$ cat config.mk
export PLATFORM = sky130hd
export DESIGN_NAME = fifo_uart_tx
export DESIGN_NICKNAME = d
export VERILOG_FILES = /design/src/rtl/fifo_uart_tx.sv
export SDC_FILE = /design/constraint.sdc
export NUM_CORES = 1
export LEC_CHECK = 0
export CELL_PAD_IN_SITES_DETAIL_PLACEMENT = 0
export CELL_PAD_IN_SITES_GLOBAL_PLACEMENT = 1
export CORE_MARGIN = 10
export CORE_UTILIZATION = 44
export CTS_CLUSTER_SIZE = 10
export DETAILED_ROUTE_END_ITERATION = 7
export HOLD_SLACK_MARGIN = 0.08
export PLACE_DENSITY = 0.86
export SLEW_MARGIN = 20
export SYNTH_ARGS = -nofsm -noshare
export SYNTH_HDL_FRONTEND = slang
export SYNTH_SLANG_ARGS = --single-unit
$ cat constraint.sdc
create_clock -name clock -period 2.2 [get_ports clock]
set_input_delay 0.22 -clock clock [delete_from_list [all_inputs] [get_ports clock]]
set_output_delay 0.22 -clock clock [all_outputs]
set_load 0.005 [all_outputs]
$ cat src/rtl/fifo_uart_tx.sv
`timescale 1ns/1ps
`default_nettype none
// ============================================================================
//  Module      : fifo_uart_tx
//  Description : Drains a byte FIFO onto a UART TX line (8N1 / 8N2, LSB
//                first). Pops one byte per frame with a single-cycle read
//                strobe, waits one cycle for the FIFO's registered data_out,
//                then emits start, eight data bits and STOP_BITS stop bits.
//  Revision    : 1.0  initial release
// ----------------------------------------------------------------------------
//  Parameters
//    CLKS_PER_BIT : clock cycles per UART bit (>= 2)
//    STOP_BITS    : number of stop bits (1 or 2)
//  Ports
//    clock      in   system clock, rising edge
//    reset      in   asynchronous active-low reset
//    enable     in   1 = may start new frames; 0 = finish frame, then idle
//    fifo_data  in   FIFO data_out, valid the cycle after fifo_read
//    fifo_empty in   FIFO empty flag
//    fifo_read  out  one-cycle pop strobe
//    tx         out  UART serial line, idle high
//    busy       out  high from the pop cycle through the last stop cycle
//    byte_done  out  one-cycle pulse in the final stop-bit cycle
// ============================================================================
module fifo_uart_tx #(
    parameter int CLKS_PER_BIT = 217,
    parameter int STOP_BITS    = 1
) (
    input  logic       clock,
    input  logic       reset,
    input  logic       enable,
    input  logic [7:0] fifo_data,
    input  logic       fifo_empty,
    output logic       fifo_read,
    output logic       tx,
    output logic       busy,
    output logic       byte_done
);

    localparam int c_cnt_w = (CLKS_PER_BIT > 1) ? $clog2(CLKS_PER_BIT) : 1;
    localparam logic [c_cnt_w-1:0] c_baud_last    = c_cnt_w'(CLKS_PER_BIT - 1);
    localparam logic [c_cnt_w-1:0] c_baud_prelast = c_cnt_w'(CLKS_PER_BIT - 2);
    localparam logic [2:0]         c_stop_last    = 3'(STOP_BITS - 1);

    typedef enum logic [2:0] {
        S_IDLE  = 3'd0,
        S_READ  = 3'd1,
        S_FETCH = 3'd2,
        S_START = 3'd3,
        S_DATA  = 3'd4,
        S_STOP  = 3'd5
    } state_t;

    state_t             r_state;
    logic [c_cnt_w-1:0] r_baud;
    logic [2:0]         r_bit_idx;  // data bit 0..7, reused as stop-bit index
    logic [7:0]         r_shift;

    // Every output is a register loaded with the value it must carry in the
    // state being entered, so tx/busy/fifo_read line up with the state
    // itself and nothing combinational reaches the pins.
    always_ff @(posedge clock or negedge reset) begin
        if (!reset) begin
            r_state   <= S_IDLE;
            r_baud    <= '0;
            r_bit_idx <= '0;
            r_shift   <= '0;
            fifo_read <= 1'b0;
            tx        <= 1'b1;
            busy      <= 1'b0;
            byte_done <= 1'b0;
        end else begin
            fifo_read <= 1'b0;
            byte_done <= 1'b0;
            case (r_state)
                S_IDLE: begin
                    tx   <= 1'b1;
                    busy <= 1'b0;
                    // Only place enable/empty are looked at: once a pop is
                    // issued the frame always runs to completion.
                    if (enable && !fifo_empty) begin
                        r_state   <= S_READ;
                        fifo_read <= 1'b1;
                        busy      <= 1'b1;
                        r_baud    <= '0;
                    end
                end

                S_READ: begin
                    r_state <= S_FETCH;
                    r_baud  <= '0;
                end

                S_FETCH: begin
                    // FIFO output is registered: the popped byte is on
                    // fifo_data during this cycle.
                    r_shift <= fifo_data;
                    r_state <= S_START;
                    r_baud  <= '0;
                    tx      <= 1'b0;
                end

                S_START: begin
                    if (r_baud == c_baud_last) begin
                        r_baud    <= '0;
                        r_bit_idx <= '0;
                        r_state   <= S_DATA;
                        tx        <= r_shift[0];
                    end else begin
                        r_baud <= r_baud + 1'b1;
                    end
                end

                S_DATA: begin
                    if (r_baud == c_baud_last) begin
                        r_baud <= '0;
                        if (r_bit_idx == 3'd7) begin
                            r_bit_idx <= '0;
                            r_state   <= S_STOP;
                            tx        <= 1'b1;
                        end else begin
                            r_bit_idx <= r_bit_idx + 3'd1;
                            r_shift   <= r_shift >> 1;
                            tx        <= r_shift[1];
                        end
                    end else begin
                        r_baud <= r_baud + 1'b1;
                    end
                end

                S_STOP: begin
                    // Raised one cycle early so the registered pulse lands
                    // in the final stop-bit cycle.
                    if ((r_bit_idx == c_stop_last) && (r_baud == c_baud_prelast)) begin
                        byte_done <= 1'b1;
                    end
                    if (r_baud == c_baud_last) begin
                        r_baud <= '0;
                        if (r_bit_idx == c_stop_last) begin
                            r_bit_idx <= '0;
                            r_state   <= S_IDLE;
                            busy      <= 1'b0;
                        end else begin
                            r_bit_idx <= r_bit_idx + 3'd1;
                        end
                    end else begin
                        r_baud <= r_baud + 1'b1;
                    end
                end

                default: begin
                    r_state   <= S_IDLE;
                    r_baud    <= '0;
                    r_bit_idx <= '0;
                    tx        <= 1'b1;
                    busy      <= 1'b0;
                end
            endcase
        end
    end

endmodule
`default_nettype wire

==> summary.txt, run 1 <==
GRT
  • Antenna violations before repair: 0
  • First-pass GRT wire length: approximately 5500 um
  • Largest net degree at the start of global routing: 27
  • GRT met3 Usage: 0.0225
  • GR Util All Layers: 0.107
  • Met1 Usage GRT: 0.131
  • Number of global-route vias before repair: roughly 1.2k
  • Met2 Use GR: 0.181
  • Total congestion overflow: 0
  • GRT Max-Usage Layer: met2

Synth
  • Seq/Total Area, Yosys: 0.428
  • Syn Area/Cell: 10.9 um^2
  • Synthesized instance count: 140
  • Largest family of logic cells by synthesized area: simple AND/OR/NAND/NOR gates
  • Simple-gate portion of the synthesized area: 0.168
  • Synthesized flop and latch total: 26
  • EDFF count, synth: 0
  • Area fraction of the dominant cell type after synthesis: 0.411
  • Largest cells by area after synthesis: dfrtp_1 41%, mux2_2 11%, ha_1 5.8%
  • Post-synth cell types: 46
  • Net Count, Synth: around 160
  • Compound-Gate Fraction of Synth Area: 0.147
  • Post-synthesis mux area share: 0.127
  • Post-Synth XOR/XNOR Area: 0.0288
  • Main synth FF type: dfrtp_1
  • Async set-reset flop share out of synthesis: 1.00
  • Mapped Area: 0.00152 mm^2
  • Synth Area in Adders: 0.0575
  • Area leader, netlist: dfrtp_1
  • Syn. warnings: 0

Layout
  • Total Nets Final: 180
  • Fillers: between 300 and 400
  • Layout cell share with drive strength beyond 1: 0.244
  • Area growth, synth to finish: 16.7%
  • Storage element area: about 650 um^2
  • Diode count: 0
  • Design area: about 0.0018 mm^2
  • Multi-input gate area: 806 um^2

Worst hold path
  • Tightest Hold Check Type: in -> async

Floorplan
  • Ports: 16
  • CORE AREA: about 0.0033 mm^2
  • Starting density of the core: 0.456
  • # rows: 21
  • Die X: a little under 80 um
  • Die area: roughly 0.0062 mm^2
  • Chip height: about 79 um

Drt
  • Drt wl/cell: between 10 and 15 um
  • Vias/cell: between 5 and 6
  • DR iter-0 viols: 38
  • Vias: between 1k and 1.5k
  • Drt pass-1 iters: 4
  • Final ANT Viol Nets: 0
  • Drt total wl: between 3000 and 4000 um
  • DR DRC count: 0

CTS
  • H-tree depth: 1
  • # resized after CTS: 0
  • CTS root buffer: clkbuf_4
  • CTS tree: done
  • Post-CTS setup buffers: 0
  • Clk buf depth: 2
  • Hold-fix buffers at CTS: 0
  • Clk sink count: 26
  • Reg clk slew, reported paths: 0.14 ns
  • Clock latency on the worst-skew pair: roughly 0.32 ns
  • CTS Buf Count: 3

Pwr
  • Cell Pwr Density: approximately 760 mW/mm^2
  • LEAKAGE: roughly 0.00076 uW
  • VDD IR max: around 440 uV

Placed design
  • Area post-placement: 0.00174 mm^2
  • Gp weighted congestion: around 0.81
  • Port Buffers: 15
  • Post-DP HPWL: about 2300 um

STA
  • TNS Setup: 0 ns
  • RSZ-0062 raised after global routing: no
  • Actual slew at the worst max-slew pin: between 0.5 and 0.6 ns
  • Slew HR: 0.623
  • Setup Skew: slightly below 0.004 ns
  • Period utilisation layout: 0.863
  • Hold_ws: ~0.24 ns
  • Final hold viol count: 0
  • Minimum clock period after layout: 1.90 ns
  • Final setup viols: 0
  • F_max: between 500 and 600 MHz
  • Slew Viols, Final: 0

Critical path
  • Crit path DAT: approximately 2.1 ns
  • CP required: approximately 2.4 ns
  • CP Class: reg -> reg
  • Critical path endpoint category: flip-flop
  • Worst-path maximum fanout: 8
  • Setup crit start kind: flip-flop

Outcome
  • Status: finished, final reports clean

Run
  • MaxCap Viol Count: 0
Yosys cell counts (2+ instances only):
| master | n |
|---|---|
| nor2_1 | 11 |
| xnor2_1 | 5 |
| nand3_1 | 3 |
| a2111oi_0 | 2 |
| nand2b_1 | 6 |
| o211a_1 | 2 |
| o21bai_1 | 2 |
| dfrtp_1 | 25 |
| o21ai_0 | 5 |
| a21oi_1 | 2 |
| ha_1 | 7 |
| a211oi_1 | 3 |
| nor3_1 | 2 |
| mux2_2 | 15 |
| inv_1 | 8 |
| nand2_1 | 10 |
| buf_4 | 2 |
| a21boi_0 | 2 |
state kept, by name, summed over array words and instances (netlist names):
signal / count
busy: 1
byte_done: 1
fifo_read: 1
r_baud: 8
r_bit_idx: 3
r_shift: 8
r_state: 3
tx: 1
final timing paths:
kind / from / end / slack, ns / cells past startpoint
worst min-delay path: reset / r_baud[0] / 0.24 / 2
worst max register to register: r_bit_idx[0] / r_shift[2] / 0.30 / 5
worst max-delay path: r_bit_idx[0] / r_shift[2] / 0.30 / 5
worst min register to register: r_shift[0] / r_shift[0] / 0.53 / 1
max in group asynchronous: reset / tx / 1.67 / 2
min in group clock: fifo_data[7] / r_shift[7] / 0.48 / 3
per-stage QoR:
| stage | std cells | total power, uW | setup slack, ns | utilization |
|---|---|---|---|---|
| 6_report | 206 | 1350 | 0.301 | 0.532 |
| 5_1_grt | 206 | 1450 | 0.215 | 0.532 |
| 4_1_cts | 206 | 1370 | 0.283 | 0.532 |
| 3_5_place_dp | 202 | 1120 | 0.311 | 0.522 |
| 3_3_place_gp | 202 | 1090 | 0.343 | 0.522 |
| 2_1_floorplan | 140 | 980 | 0.431 | - |
cell type report:
class,count,area share
clock buffers,4,0.0204
inverters,8,0.0169
multi-input cells,101,0.454
flip-flops and latches,26,0.367
well taps,46,0.0324
repair buffers,21,0.110
critical path, stage by stage, from the launching register on:
cell,delay [ns]
dfrtp_1,0.45
ha_1,0.25
ha_1,0.20
nand4b_2,0.22
a21oi_4,0.30
mux2_2,0.37
metal layers:
metal	up-vias	wire [um]
met3	4	93
met2	17	1520
met5	-	0
met4	0	38
li1	536	-
met1	547	1370
cell usage in the layout, fill, tap and decap left out, types with 5 or more instances in the layout:
| cell | instances |
|---|---|
| nand2b_1 | 6 |
| nor2_1 | 11 |
| clkdlybuf4s50_1 | 15 |
| buf_4 | 6 |
| o21ai_0 | 5 |
| ha_1 | 7 |
| xnor2_1 | 5 |
| mux2_2 | 15 |
| inv_1 | 8 |
| dfrtp_1 | 25 |
| nand2_1 | 10 |
cell families after synthesis:
logic type,Yosys count
AOI/OAI and AO/OA,27
muxes,17
DFF,26
buffers and inverters,13
and+or+nand+nor,45
xor gates and xnor gates,5
adders and majority gates,7
where the power goes:
group	total [uW]	internal (uW)	switching, uW
Clock	243	101	142
Sequential	686	588	98.4
Combinational	418	237	181
No activity file was read; power rests on OpenSTA's default activity.
==> inputs of run 2 (changes only) <==
==> constraint.sdc (replaced) <==
create_clock -name clock -period 2.2 [get_ports clock]
set_input_delay 0.44 -clock clock [delete_from_list [all_inputs] [get_ports clock]]
set_output_delay 0.44 -clock clock [all_outputs]
set_load 0.005 [all_outputs]
==> summary.txt, run 2 (same netlist as run 1, synthesis figures left out) <==
CTS
  • Reg clk slew, reported paths: 0.14 ns (about the same)
  • Clk sink count: 26 (unchanged)
  • Post-CTS setup buffers: 0 (unchanged)
  • CTS Buf Count: 3 (unchanged)
  • CTS tree: done
  • CTS root buffer: clkbuf_4
  • Clock latency on the worst-skew pair: 0.33 ns (about the same)
  • H-tree depth: 1 (unchanged)
  • Clk buf depth: 2 (unchanged)
  • Hold-fix buffers at CTS: 0 (unchanged)
  • # resized after CTS: 0 (unchanged)

Run
  • MaxCap Viol Count: 0 (unchanged)

Critical path
  • Reg2Reg Depth: 5 (unchanged)
  • Top cell by count, worst path: ha_1
  • Crit-path leading delay family: adder cells
  • R2R Setup Slk: 0.28 ns (-0.02 ns)
  • CP Class: reg -> reg
  • Critical Path Sink: r_shift[1]
  • WP buf/inv: 0 (unchanged)
  • CP required: 2.42 ns (about the same)
  • Crit path DAT: 2.14 ns (+0.02 ns)
  • Worst R2R End: r_shift[1]
  • Critical Path, Cell by Cell: ha_1 -> ha_1 -> nand4b_2 -> a21oi_4 -> mux2_2
  • Setup crit start: r_bit_idx[0]
  • Worst r2r src: r_bit_idx[0]
  • Critical path endpoint category: flip-flop
  • Worst path max stage delay: 0.45 ns (about the same)
  • Worst-path maximum fanout: 8 (unchanged)
  • Setup crit start kind: flip-flop
  • Levels on crit path: 5 (unchanged)
  • CP max-delay cell: dfrtp_1

Floorplan
  • Die X: 78.8 um (unchanged)
  • Die area: 0.00621 mm^2 (unchanged)
  • Starting density of the core: 0.456 (unchanged)
  • # rows: 21 (unchanged)
  • Ports: 16 (unchanged)
  • CORE AREA: 0.00334 mm^2 (unchanged)
  • Chip height: 78.8 um (unchanged)

GRT
  • GR Util All Layers: 0.0989 (-0.00780)
  • Total congestion overflow: 0 (unchanged)
  • Largest net degree at the start of global routing: 27 (unchanged)
  • Met2 Use GR: 0.171 (-0.00987)
  • Number of global-route vias before repair: 1173 (-1.6%)
  • Met1 Usage GRT: 0.112 (-0.0190)
  • GRT Max-Usage Layer: met2
  • Antenna violations before repair: 0 (unchanged)
  • GRT met3 Usage: 0.0225 (unchanged)
  • First-pass GRT wire length: 5080 um (-7.8%)

Drt
  • Drt wl/cell: 14.5 um (-1.2%)
  • Vias: 1105 (+0.091%)
  • Vias/cell: 5.39 (+0.58%)
  • DR DRC count: 0 (unchanged)
  • Final ANT Viol Nets: 0 (unchanged)
  • Drt pass-1 iters: 4 (unchanged)
  • Drt total wl: 2970 um (-1.7%)
  • DR iter-0 viols: 49 (+29%)

STA
  • Period utilisation layout: 0.872 (+0.00912)
  • Minimum clock period after layout: 1.92 ns (+0.0201 ns)
  • Slew HR: 0.625 (+0.00235)
  • Final hold viol count: 0 (unchanged)
  • RSZ-0062 raised after global routing: no
  • Final setup viols: 0 (unchanged)
  • Actual slew at the worst max-slew pin: 0.548 ns (-0.00344 ns)
  • Setup Skew: 0.0129 ns (+0.00894 ns)
  • Slew Viols, Final: 0 (unchanged)
  • TNS Setup: 0 ns (unchanged)
  • F_max: 521 MHz (-1.0%)

Pwr
  • Psw: 410 uW (-2.6%)
  • Clock power share: 0.164 (-0.016)
  • Combinational power share: 0.317 (+0.007)
  • VDD IR max: 462 uV (+4.4%)
  • LEAKAGE: 0.000745 uW (-1.5%)
  • Sequential group share of total power: 0.519 (+0.009)
  • Sw frac: 0.314 (+0.00155)
  • Cell Pwr Density: 742 mW/mm^2 (-2.1%)
  • Int Pwr: 895 uW (-3.3%)

Layout
  • Area growth, synth to finish: 15.5%
  • Most frequent cells in the layout: 25 x dfrtp_1, 15 x mux2_2, 15 x clkdlybuf4s50_1, 11 x nor2_1, 10 x nand2_1
  • Layout cell share with drive strength beyond 1: 0.233 (-0.0110)
  • Diode count: 0 (unchanged)
  • Total Nets Final: 179 (-0.56%)
  • Post-Layout Cell Count: 205 (-0.49%)
  • Final core utilization: 0.527 (-0.00525)
  • Top flop regs: r_baud: 8 flops, r_shift: 8 flops
  • Most common cell after layout, fill and taps aside: dfrtp_1

Placed design
  • Post-placement cell count: 201 (-0.50%)
  • Post-DP HPWL: 2230 um (-2.3%)
  • Gp weighted congestion: 0.794 (-2.4%)
  • Port Buffers: 15 (unchanged)

Worst hold path
  • Tightest Hold Check Type: in -> async

Outcome
  • Status: finished, final reports clean
[run 2: routing by layer]
layer	wire length, um	vias up
met5	0	-
met4	54	0
met3	102	5
met2	1460	20
met1	1350	543
li1	-	537
[run 2: per-stage QoR]
step	setup slack, ns	hold slack, ns	area (um^2)	power (uW)
6_report	0.281	0.448	1760	1310
3_3_place_gp	0.184	0.486	1730	1090
5_1_grt	0.175	0.464	1760	1390
4_1_cts	0.254	0.455	1760	1320
3_5_place_dp	0.117	0.494	1730	1110
2_1_floorplan	0.431	0.144	1520	980
[run 2: worst min path at each step]
stage,end,cells past startpoint
floorplan,busy,0
global placement,r_shift[5],1
detailed placement,r_shift[2],1
CTS,r_baud[4],2
global route,r_baud[4],2
finish,r_baud[4],2
[run 2: layout make-up]
class | instances | area (um^2)
Clock buffer | 4 | 26.3
Fill cell | 307 | 1580
Inverter | 8 | 30.0
Multi-Input combinational cell | 101 | 806
Sequential cell | 26 | 652
Tap cell | 46 | 57.6
Timing Repair Buffer | 20 | 188
[run 2: worst reg2reg max path, delay by kind of cell (launching register included)]
| kind | cells | cell delay [ns] |
|---|---|---|
| adder cells (fa/ha/maj) | 2 | 0.47 |
| multiplexers | 1 | 0.37 |
| flip-flops | 1 | 0.45 |
| AO/OA/AOI/OAI | 1 | 0.30 |
| AND/OR/NAND/NOR | 1 | 0.23 |
[run 2: power groups by stage]
stage               Sequential, uW  Combinational [uW]  Clock [uW]
finish                         677                 414         214
CTS                            678                 419         221
detailed placement             687                 420           0
floorplan                      643                 337           0
global route                   693                 457         235
global placement               684                 405           0
==> inputs of run 3 (changes only) <==
--- a/config.mk
+++ b/config.mk
@@ -5,10 +5,11 @@
 export SDC_FILE = /design/constraint.sdc
 export NUM_CORES = 1
 export LEC_CHECK = 0
+export ABC_AREA = 1
 export CELL_PAD_IN_SITES_DETAIL_PLACEMENT = 0
 export CELL_PAD_IN_SITES_GLOBAL_PLACEMENT = 1
 export CORE_MARGIN = 10
-export CORE_UTILIZATION = 44
+export CORE_UTILIZATION = 41
 export CTS_CLUSTER_SIZE = 10
 export DETAILED_ROUTE_END_ITERATION = 7
 export HOLD_SLACK_MARGIN = 0.08
==> constraint.sdc (replaced) <==
create_clock -name clock -period 2 [get_ports clock]
set_input_delay 0.3 -clock clock [delete_from_list [all_inputs] [get_ports clock]]
set_output_delay 0.3 -clock clock [all_outputs]
set_load 0.005 [all_outputs]
==> summary.txt, run 3 <==
STA
  • Setup Skew: 0.00323 ns (-0.00968 ns)
  • TNS Setup: 0 ns (unchanged)
  • F_max: between 600 and 700 MHz
  • Minimum clock period after layout: 1.61 ns
  • Actual slew at the worst max-slew pin: 0.386 ns (-0.162 ns)
  • Slew HR: 0.743 (+0.117)
  • Hold_ws: 0.382 ns (-0.0659 ns)
  • Period utilisation layout: 0.804
  • Slew Viols, Final: 0 (unchanged)
  • Final hold viol count: 0 (unchanged)
  • Setup WS post-layout: 0.392 ns (+0.112 ns)
  • RSZ-0062 raised after global routing: no
  • Final setup viols: 0 (unchanged)

Drt
  • DR iter-0 viols: 47 (-4.1%)
  • Final ANT Viol Nets: 0 (unchanged)
  • Drt pass-1 iters: 4 (unchanged)
  • DR DRC count: 0 (unchanged)
  • Vias/cell: 4.79 (-11%)
  • Vias: 1356 (+23%)
  • Drt wl/cell: 12.0 um (-17%)
  • Drt total wl: 3390 um (+14%)

Run
  • MaxCap Viol Count: 0 (unchanged)

Synth
  • Synthesized instance count: 218 (+56%)
  • Synth Area in Adders: 0.0540 (-0.00355)
  • Mapped Area: 0.00162 mm^2 (+6.6%)
  • Post-synth cell types: 24 (-48%)
  • Synthesized flop and latch total: 26 (unchanged)
  • Area leader, netlist: dfrtp_1
  • Compound-Gate Fraction of Synth Area: 0.0725 (-0.0746)
  • Net Count, Synth: 237 (+49%)
  • Seq/Total Area, Yosys: 0.402 (-0.0264)
  • Async set-reset flop share out of synthesis: 1.00 (unchanged)
  • Top-count cell post-synth: nand2_1
  • Post-Synth XOR/XNOR Area: 0 (-0.0288)
  • Largest cells by area after synthesis: dfrtp_1 39%, nand2_1 21%, nand3_1 6.8%
  • Post-synthesis mux area share: 0 (-0.127)
  • Area fraction of the dominant cell type after synthesis: 0.386 (-0.0253)
  • Commonest cells post-synth: 89 x nand2_1, 25 x dfrtp_1, 22 x nand3_1
  • EDFF count, synth: 0 (unchanged)
  • Largest family of logic cells by synthesized area: simple AND/OR/NAND/NOR gates
  • Simple-gate portion of the synthesized area: 0.393 (+0.225)
  • Syn Area/Cell: 7.44 um^2 (-32%)
  • Syn. warnings: 0 (unchanged)
  • Main synth FF type: dfrtp_1

Pwr
  • Sw frac: 0.442 (+0.128)
  • VDD IR max: 631 uV (+36%)
  • Psw: 969 uW (+140%)
  • Int Pwr: 1220 uW (+36%)
  • Cell Pwr Density: 1180 mW/mm^2 (+59%)
  • Sequential group share of total power: 0.388 (-0.131)
  • LEAKAGE: 0.000984 uW (+32%)
  • Design Power: 2190 uW (+68%)
  • Clock power share: 0.139 (-0.025)
  • Combinational power share: 0.472 (+0.155)

CTS
  • Reg clk slew, reported paths: 0.09 ns (-0.05 ns)
  • Clk sink count: 26 (unchanged)
  • Clock latency on the worst-skew pair: 0.27 ns (-0.06 ns)
  • Post-CTS setup buffers: 0 (unchanged)
  • Clk buf depth: 2 (unchanged)
  • CTS Buf Count: 3 (unchanged)
  • # resized after CTS: 0 (unchanged)
  • CTS tree: done
  • H-tree depth: 1 (unchanged)
  • Hold-fix buffers at CTS: 0 (unchanged)
  • CTS root buffer: clkbuf_8

Critical path
  • Worst-path maximum fanout: 2 (-6)
  • CP Class: reg -> out
  • Crit-path leading delay family: flip-flops
  • CP max-delay cell: dfstp_2
  • CP required: 1.70 ns (-0.72 ns)
  • Worst path max stage delay: 0.54 ns (+0.09 ns)
  • Setup crit start kind: flip-flop
  • WP buf/inv: 1 (+1)
  • Critical Path, Cell by Cell: clkdlybuf4s50_1
  • Critical path endpoint category: output port
  • Crit path DAT: 1.31 ns (-0.83 ns)

GRT
  • Antenna violations before repair: 0 (unchanged)
  • Total congestion overflow: 0 (unchanged)
  • Largest net degree at the start of global routing: 27 (unchanged)
  • Number of global-route vias before repair: 1342 (+14%)
  • GR Util All Layers: 0.102 (+0.00289)
  • First-pass GRT wire length: 6030 um (+19%)

Floorplan
  • Die X: 82.9 um (+5.2%)
  • Chip height: 82.9 um (+5.2%)
  • Ports: 16 (unchanged)
  • Die area: 0.00687 mm^2 (+11%)
  • Starting density of the core: 0.433 (-0.0228)
  • # rows: 22 (+4.8%)
  • CORE AREA: 0.00374 mm^2 (+12%)

Placed design
  • Gp weighted congestion: 0.820 (+3.3%)
  • Pre-CTS WS: 0.410 ns (+0.293 ns)
  • Post-DP HPWL: 2620 um (+17%)
  • Port Buffers: 15 (unchanged)

Layout
  • Most frequent cells in the layout: 89 x nand2_1, 25 x dfrtp_1, 22 x nand3_1, 21 x inv_1, 15 x clkdlybuf4s50_1
  • Fillers: 405 (+32%)
  • Total Nets Final: 255 (+42%)
  • Area growth, synth to finish: 14.3%
  • Diode count: 0 (unchanged)
  • Most common cell after layout, fill and taps aside: nand2_1
  • Top flop regs: r_baud: 8 flops, r_shift: 8 flops
  • Layout cell share with drive strength beyond 1: 0.115 (-0.118)

Outcome
  • Status: finished, final reports clean

Worst hold path
  • Tightest Hold Check Type: in -> async
run 3: final cells by class:
| type | count | area, um^2 | area share |
|---|---|---|---|
| multi-input combinational | 164 | 843 | 0.454 |
| sequential | 26 | 652 | 0.351 |
| timing repair buffer | 17 | 165 | 0.0890 |
| inverter | 24 | 90.1 | 0.0486 |
| tap | 48 | 60.1 | 0.0324 |
| clock buffer | 4 | 45.0 | 0.0243 |
run 3: through the flow:
stage	cells	util	cell area, um^2
2_1_floorplan	218	-	1620
3_5_place_dp	279	0.484	1810
4_1_cts	283	0.496	1860
6_report	283	0.496	1860
5_1_grt	283	0.496	1860
3_3_place_gp	279	0.484	1810
run 3: power by group through the flow:
stage | registers [uW] | clock network [uW] | logic [uW]
6_report | 851 | 306 | 1030
5_1_grt | 875 | 337 | 1190
4_1_cts | 849 | 322 | 1050
3_5_place_dp | 856 | 0 | 1040
3_3_place_gp | 861 | 0 | 1030
2_1_floorplan | 794 | 0 | 876
run 3: kinds of logic after synthesis:
logic type	count (synthesis)
and+or+nand+nor	139
buffers and inverters	28
DFF	26
AOI/OAI and AO/OA	18
adders and majority gates	7
run 3: per-layer routing:
metal | share of wire | vias to the layer above | track usage
li1 | - | 725 | -
met1 | 0.49 | 606 | 0.124
met2 | 0.46 | 20 | 0.163
met3 | 0.039 | 5 | 0.0303
met4 | 0.013 | 0 | 0.0385
met5 | 0 | - | 0
run 3: final timing paths:
kind	from	to	slack, ns	cells past startpoint
max in group asynchronous	reset	tx	1.31	2
setup / recovery	tx	tx	0.39	1
hold / removal	reset	r_bit_idx[0]	0.38	2
setup reg to reg	r_baud[0]	r_shift[0]	0.40	9
min in group clock	tx	tx	0.47	2
hold reg to reg	tx	tx	0.47	2
